===== src/rtl/dsp_pipe_pkg.sv =====
// Shared types and helpers for the DSP48A1 operand pipeline register.
// Stage control bundle, depth limits and the valid-chain popcount.
package dsp_pipe_pkg;

    localparam int MAX_DEPTH = 4;
    localparam int OCC_W     = 3;

    typedef struct packed {
        logic rst;
        logic flush;
        logic ce;
    } stage_ctrl_t;

    function automatic logic [OCC_W-1:0] popcount(input logic [MAX_DEPTH-1:0] vld);
        logic [OCC_W-1:0] cnt;
        cnt = '0;
        for (int i = 0; i < MAX_DEPTH; i++) begin
            cnt = cnt + OCC_W'(vld[i]);
        end
        return cnt;
    endfunction

endpackage


===== src/rtl/dsp_pipe_stage.sv =====
// One data+valid register stage with rst > flush > ce > hold priority (parity bit under DSP_PIPE_PARITY_EN).
// Latency: 1 enabled edge.
// No backpressure: ce low holds the stage, flush drops only the valid bit.
module dsp_pipe_stage
    import dsp_pipe_pkg::*;
#(
    parameter int               WIDTH   = 18,
    parameter logic [WIDTH-1:0] RST_VAL = '0
) (
    input  logic             clk,
    input  stage_ctrl_t      ctrl,
    input  logic [WIDTH-1:0] d_dat,
    input  logic             d_vld,
    output logic [WIDTH-1:0] q_dat,
    output logic             q_vld
`ifdef DSP_PIPE_PARITY_EN
    ,
    input  logic             d_par,
    output logic             q_par
`endif
);

    logic [WIDTH-1:0] dat_d, dat_q;
    logic             vld_d, vld_q;

    always_comb begin
        dat_d = dat_q;
        vld_d = vld_q;
        if (ctrl.flush) begin
            vld_d = 1'b0;
        end else if (ctrl.ce) begin
            dat_d = d_dat;
            vld_d = d_vld;
        end
    end

    always_ff @(posedge clk) begin
        if (ctrl.rst) begin
            dat_q <= RST_VAL;
            vld_q <= 1'b0;
        end else begin
            dat_q <= dat_d;
            vld_q <= vld_d;
        end
    end

    assign q_dat = dat_q;
    assign q_vld = vld_q;

`ifdef DSP_PIPE_PARITY_EN
    logic par_d, par_q;

    // Reset parity matches RST_VAL so a reset stage never looks corrupted.
    always_comb begin
        par_d = par_q;
        if (!ctrl.flush && ctrl.ce) begin
            par_d = d_par;
        end
    end

    always_ff @(posedge clk) begin
        if (ctrl.rst) begin
            par_q <= ^RST_VAL;
        end else begin
            par_q <= par_d;
        end
    end

    assign q_par = par_q;
`endif

endmodule


===== src/rtl/dsp_pipe_reg.sv =====
// DSP48A1 operand pipeline: DEPTH stages of WIDTH bits with valid chain, flush, occupancy (parity via DSP_PIPE_PARITY_EN).
// Latency: DEPTH enabled edges d->q; DEPTH=0 is a combinational bypass.
// No backpressure: clk_en stalls every stage together; flush clears valids only.
module dsp_pipe_reg
    import dsp_pipe_pkg::*;
#(
    parameter int          WIDTH   = 18,
    parameter int          DEPTH   = 1,
    parameter logic [47:0] RST_VAL = '0
) (
    input  logic             clk,
    input  logic             rst,
    input  logic             clk_en,
    input  logic             flush,
    input  logic [WIDTH-1:0] d,
    input  logic             d_valid,
    output logic [WIDTH-1:0] q,
    output logic             q_valid,
    output logic [OCC_W-1:0] occupancy
`ifdef DSP_PIPE_PARITY_EN
    ,
    output logic             parity_err
`endif
);

    generate
        if (DEPTH < 0 || DEPTH > MAX_DEPTH || WIDTH < 1 || WIDTH > 48) begin : g_bad_cfg
            $error("dsp_pipe_reg: DEPTH must be 0..4 and WIDTH 1..48");
        end
    endgenerate

    localparam logic [WIDTH-1:0] RST_V = RST_VAL[WIDTH-1:0];

    stage_ctrl_t ctrl;
    assign ctrl = '{rst: rst, flush: flush, ce: clk_en};

    // Element 0 is the input port; element k is the output of stage k-1.
    logic [WIDTH-1:0] chain_dat [DEPTH+1];
    logic [DEPTH:0]   chain_vld;

    assign chain_dat[0] = d;
    assign chain_vld[0] = d_valid;

`ifdef DSP_PIPE_PARITY_EN
    logic [DEPTH:0] chain_par;
    assign chain_par[0] = ^d;
`endif

    generate
        for (genvar k = 0; k < DEPTH; k++) begin : g_stage
            dsp_pipe_stage #(
                .WIDTH   (WIDTH),
                .RST_VAL (RST_V)
            ) u_stage (
                .clk   (clk),
                .ctrl  (ctrl),
                .d_dat (chain_dat[k]),
                .d_vld (chain_vld[k]),
                .q_dat (chain_dat[k+1]),
                .q_vld (chain_vld[k+1])
`ifdef DSP_PIPE_PARITY_EN
                ,
                .d_par (chain_par[k]),
                .q_par (chain_par[k+1])
`endif
            );
        end
    endgenerate

    assign q       = chain_dat[DEPTH];
    assign q_valid = chain_vld[DEPTH];

    generate
        if (DEPTH == 0) begin : g_occ_zero
            assign occupancy = '0;
        end else begin : g_occ
            logic [MAX_DEPTH-1:0] vld_vec;
            assign vld_vec   = MAX_DEPTH'(chain_vld[DEPTH:1]);
            assign occupancy = popcount(vld_vec);
        end
    endgenerate

`ifdef DSP_PIPE_PARITY_EN
    generate
        if (DEPTH == 0) begin : g_perr_off
            assign parity_err = 1'b0;
        end else begin : g_perr
            logic perr_d, perr_q;

            // Checked on the word about to enter the last stage so the flag lines up with it on q.
            always_comb begin
                perr_d = perr_q;
                if (flush) begin
                    perr_d = 1'b0;
                end else if (clk_en) begin
                    perr_d = chain_vld[DEPTH-1] &&
                             ((^chain_dat[DEPTH-1]) != chain_par[DEPTH-1]);
                end
            end

            always_ff @(posedge clk) begin
                if (rst) begin
                    perr_q <= 1'b0;
                end else begin
                    perr_q <= perr_d;
                end
            end

            assign parity_err = perr_q;
        end
    endgenerate
`endif

endmodule

===== config.mk =====
export PLATFORM = sky130hd
export DESIGN_NAME = dsp_pipe_reg
export DESIGN_NICKNAME = d
export VERILOG_FILES = /design/src/rtl/dsp_pipe_pkg.sv /design/src/rtl/dsp_pipe_stage.sv /design/src/rtl/dsp_pipe_reg.sv
export SDC_FILE = /design/constraint.sdc
export NUM_CORES = 1
export LEC_CHECK = 0
export ABC_AREA = 1
export CORE_MARGIN = 4
export CORE_UTILIZATION = 34
export CTS_CLUSTER_SIZE = 14
export DETAILED_ROUTE_END_ITERATION = 12
export PLACE_DENSITY = 0.84
export SYNTH_ARGS = -nofsm -noshare
export SYNTH_HDL_FRONTEND = slang
export SYNTH_HIERARCHICAL = 1
export SYNTH_SLANG_ARGS = --single-unit
export TNS_END_PERCENT = 100

===== constraint.sdc =====
create_clock -name clk -period 0.8 [get_ports clk]
set_input_delay 0.12 -clock clk [delete_from_list [all_inputs] [get_ports clk]]
set_output_delay 0.12 -clock clk [all_outputs]
set_load 0.05 [all_outputs]

==> results <==
## worst register-to-register path, delay by kind of cell, from the launching register on
| family | cells | cell delay [ns] |
|---|---|---|
| AND/OR/NAND/NOR | 1 | 0.07 |
| AO/OA/AOI/OAI | 1 | 0.18 |
| flip-flops | 1 | 0.38 |
## state kept, by name, indices dropped and copies added (netlist names)
name and count:
g_stage.u_stage/q_vld 1, g_stage.u_stage/q_dat 18
## per-stage QoR
stage	power (mW)	setup slack [ns]
after floorplan	1.505	-0.04616
after global placement	1.922	-0.3631
after detailed placement	1.942	-0.4364
after CTS	2.426	-0.1570
after global routing	2.512	-0.1771
final	2.395	-0.1419
## where the power goes
| group | leakage (nW) | total, mW | switching (mW) | internal [mW] |
|---|---|---|---|---|
| Sequential | 0.164 | 1.09 | 0.0681 | 1.02 |
| Clock | 0.0177 | 0.475 | 0.289 | 0.186 |
| Combinational | 0.563 | 0.832 | 0.417 | 0.415 |
| Total | 0.745 | 2.39 | 0.775 | 1.62 |
## metal layers
layer | up-vias | wire [um] | GRT usage, %
met5 | - | 0 | 0
met4 | 0 | 29 | 5.960
met3 | 3 | 165 | 3.563
met2 | 29 | 1159 | 24.68
met1 | 377 | 865 | 14.56
li1 | 460 | - | -
## placed cells by master (no fill, tap or decap), types with 2 or more instances in the layout
cell / Yosys / routed
inv_1: 18 / 18
nand2_1: 18 / 18
nor2_1: 37 / 37
conb_1: 1 / 2
clkdlybuf4s50_1: 0 / 20
dlygate4sd2_1: 0 / 2
clkbuf_4: 0 / 3
dfxtp_2: 0 / 18
buf_12: 0 / 20
buf_4: 5 / 8
nand3_1: 18 / 18
## kinds of logic (layout without fill, tap and decap cells)
family,count (synthesis),count (layout)
other cells,1,2
buf+inv,29,75
flops,19,19
simple gates,74,74
compound gates,2,2
## layout make-up
cell class | instances | area [um2] | share of cell area, %
Clock buffer | 3 | 22.52 | 1.449
Clock inverter | 1 | 5.005 | 0.3221
Inverter | 21 | 81.33 | 5.233
Multi-Input combinational cell | 78 | 325.3 | 20.93
Sequential cell | 19 | 406.6 | 26.17
Tap cell | 28 | 35.03 | 2.254
Timing Repair Buffer | 50 | 678.2 | 43.64
## final timing paths
kind	endpoint	slack [ns]	cells past startpoint
setup / recovery	occupancy[0]	-0.14	1
hold / removal	g_stage[0].u_stage/q_vld	0.36	4
setup reg to reg	g_stage[0].u_stage/q_vld	0.06	2
hold reg to reg	g_stage[0].u_stage/q_dat[10]	0.51	2
## timing repair
| item | in CTS | in global routing |
|---|---|---|
| pin swaps | 0 | 0 |
| buffers inserted | 2 | 0 |
| setup endpoints to repair | 39 | 21 |
| gates cloned | 0 | 0 |
| hold buffers | 0 | 0 |
| resized for setup | 4 | 1 |
==> summary.txt <==
Clock tree
  • Clk_lat worst skew: 0.29 ns
  • Worst-path clk slew: 0.10 ns
  • CTS Root Cell: clkbuf_4
  • CTS tree: done
  • H-Tree Depth: 1
  • Clock buffer count from CTS: 3
  • Clk buf depth: 2
  • Clk sinks: 19

Yosys
  • Avg Cell Area, Syn: 6.766 um2
  • XOR/XNOR Fraction of Synth Area: 0%
  • Synth Area in Compound Gates: 1.183%
  • Count leader, synth: nor2_1
  • Top area cells in the synthesized netlist: dfxtp_1 45%, nor2_1 16%, nand3_1 11%
  • Simple-Gate Fraction of Synth Area: 36.39%
  • Seq cells post-synth: 19
  • Syn. warnings: 6
  • Synth unique cells: 13
  • Post-synth top cells: 37 x nor2_1, 19 x dfxtp_1, 18 x inv_1, 18 x nand2_1, 18 x nand3_1
  • Post-synth ARST share: 0%
  • Post-synthesis cell area: 845.8 um2
  • Post-synth top area cell: dfxtp_1
  • Number of synthesized flops with an enable pin: 0
  • Main combinational cell family by area after synthesis: simple AND/OR/NAND/NOR gates
  • Post-synth top area share: 44.97%
  • Synthesized instance count: 125
  • Synth Flop Type: dfxtp_1
  • Register area share after synthesis: 44.97%
  • Synth Area in Adders: 0%
  • Mux contribution to synthesized area: 0%

Final layout
  • Layout Cells excl Fill: 200
  • Layout cells sized above 1: 31.40%
  • Layout net count: 196
  • Fill count: 193
  • Synthesis-to-layout area growth: 83.73%
  • Post-route cell area: 1554 um2
  • Finished Core Util: 67.65%
  • Antenna fix cells: 0

Timing
  • Final worst path period need: 0.9419 ns
  • Final Hold Viols: 0
  • Setup ws final: -0.1419 ns
  • RSZ-0062 raised after global routing: true
  • Period utilisation layout: 117.7%
  • Max-slew violations: 0
  • Worst hold slack: 0.3594 ns
  • Setup violations, final: 20
  • Clock skew: 0 ns
  • Fmax: 1062 MHz
  • Final setup TNS: -2.454 ns

Power
  • Power Dens Cells: 1541 nW/um2
  • VDD IR max: 0.001153 V
  • LEAKAGE: 0.7447 nW

GRT
  • Vias in the first global route: 821
  • Initial antenna violation count: 0
  • Largest net degree at the start of global routing: 20
  • Tot GR Track Use: 13.56%
  • Overflow after GRT: 0
  • First-pass GRT wire length: 3.498 mm

Floorplan
  • I/O Pins: 45
  • Initial core utilization: 36.82%
  • Row count: 17
  • Horiz. Die Dim: 57.88 um
  • Core area: 2297 um2
  • Die Ht: 57.88 um
  • Die area: 3350 um2

Routing
  • DRC: 0
  • 1st-pass router iterations: 3
  • Initial DRC Count: 10
  • Routed len/inst: 11.10 um
  • Overall via count from detail_route: 869
  • Total routed wirelength: 2.219 mm
  • Final antenna-violating net count: 0
  • Via density: 4.345

Outcome
  • Failing checks: negative setup slack
  • Outcome: finished, violations left

Hold path
  • Hold crit path type: in -> reg
  • Hold_sp: clk_en

Placement
  • GP Congestion: 0.7743
  • Area after DPL: 1509 um2
  • Dpl cells: 194
  • DP Wirelength: 1.808 mm
  • Port bufs: 42

Critical path
  • Crit path cell chain: buf_12
  • Slowest cell on crit path: dfxtp_4
  • Crit Path Class: reg -> out
  • Worst Path Arrival: 0.82 ns
  • Critical path endpoint category: output pin
  • Kind of cell adding the most delay to the critical path: flip-flops
  • Critical Path Source: g_stage[0].u_stage/q_vld
  • Critical Path RT: 0.68 ns
  • Worst path max stage delay: 0.39 ns
  • Buf/Inv on CP: 1
  • Worst r2r src: g_stage[0].u_stage/q_vld
  • Startpoint types: flop
  • Crit path max fanout: 3

Flow run
  • Max_cap viols: 0
(Power assumes the default switching activity.)
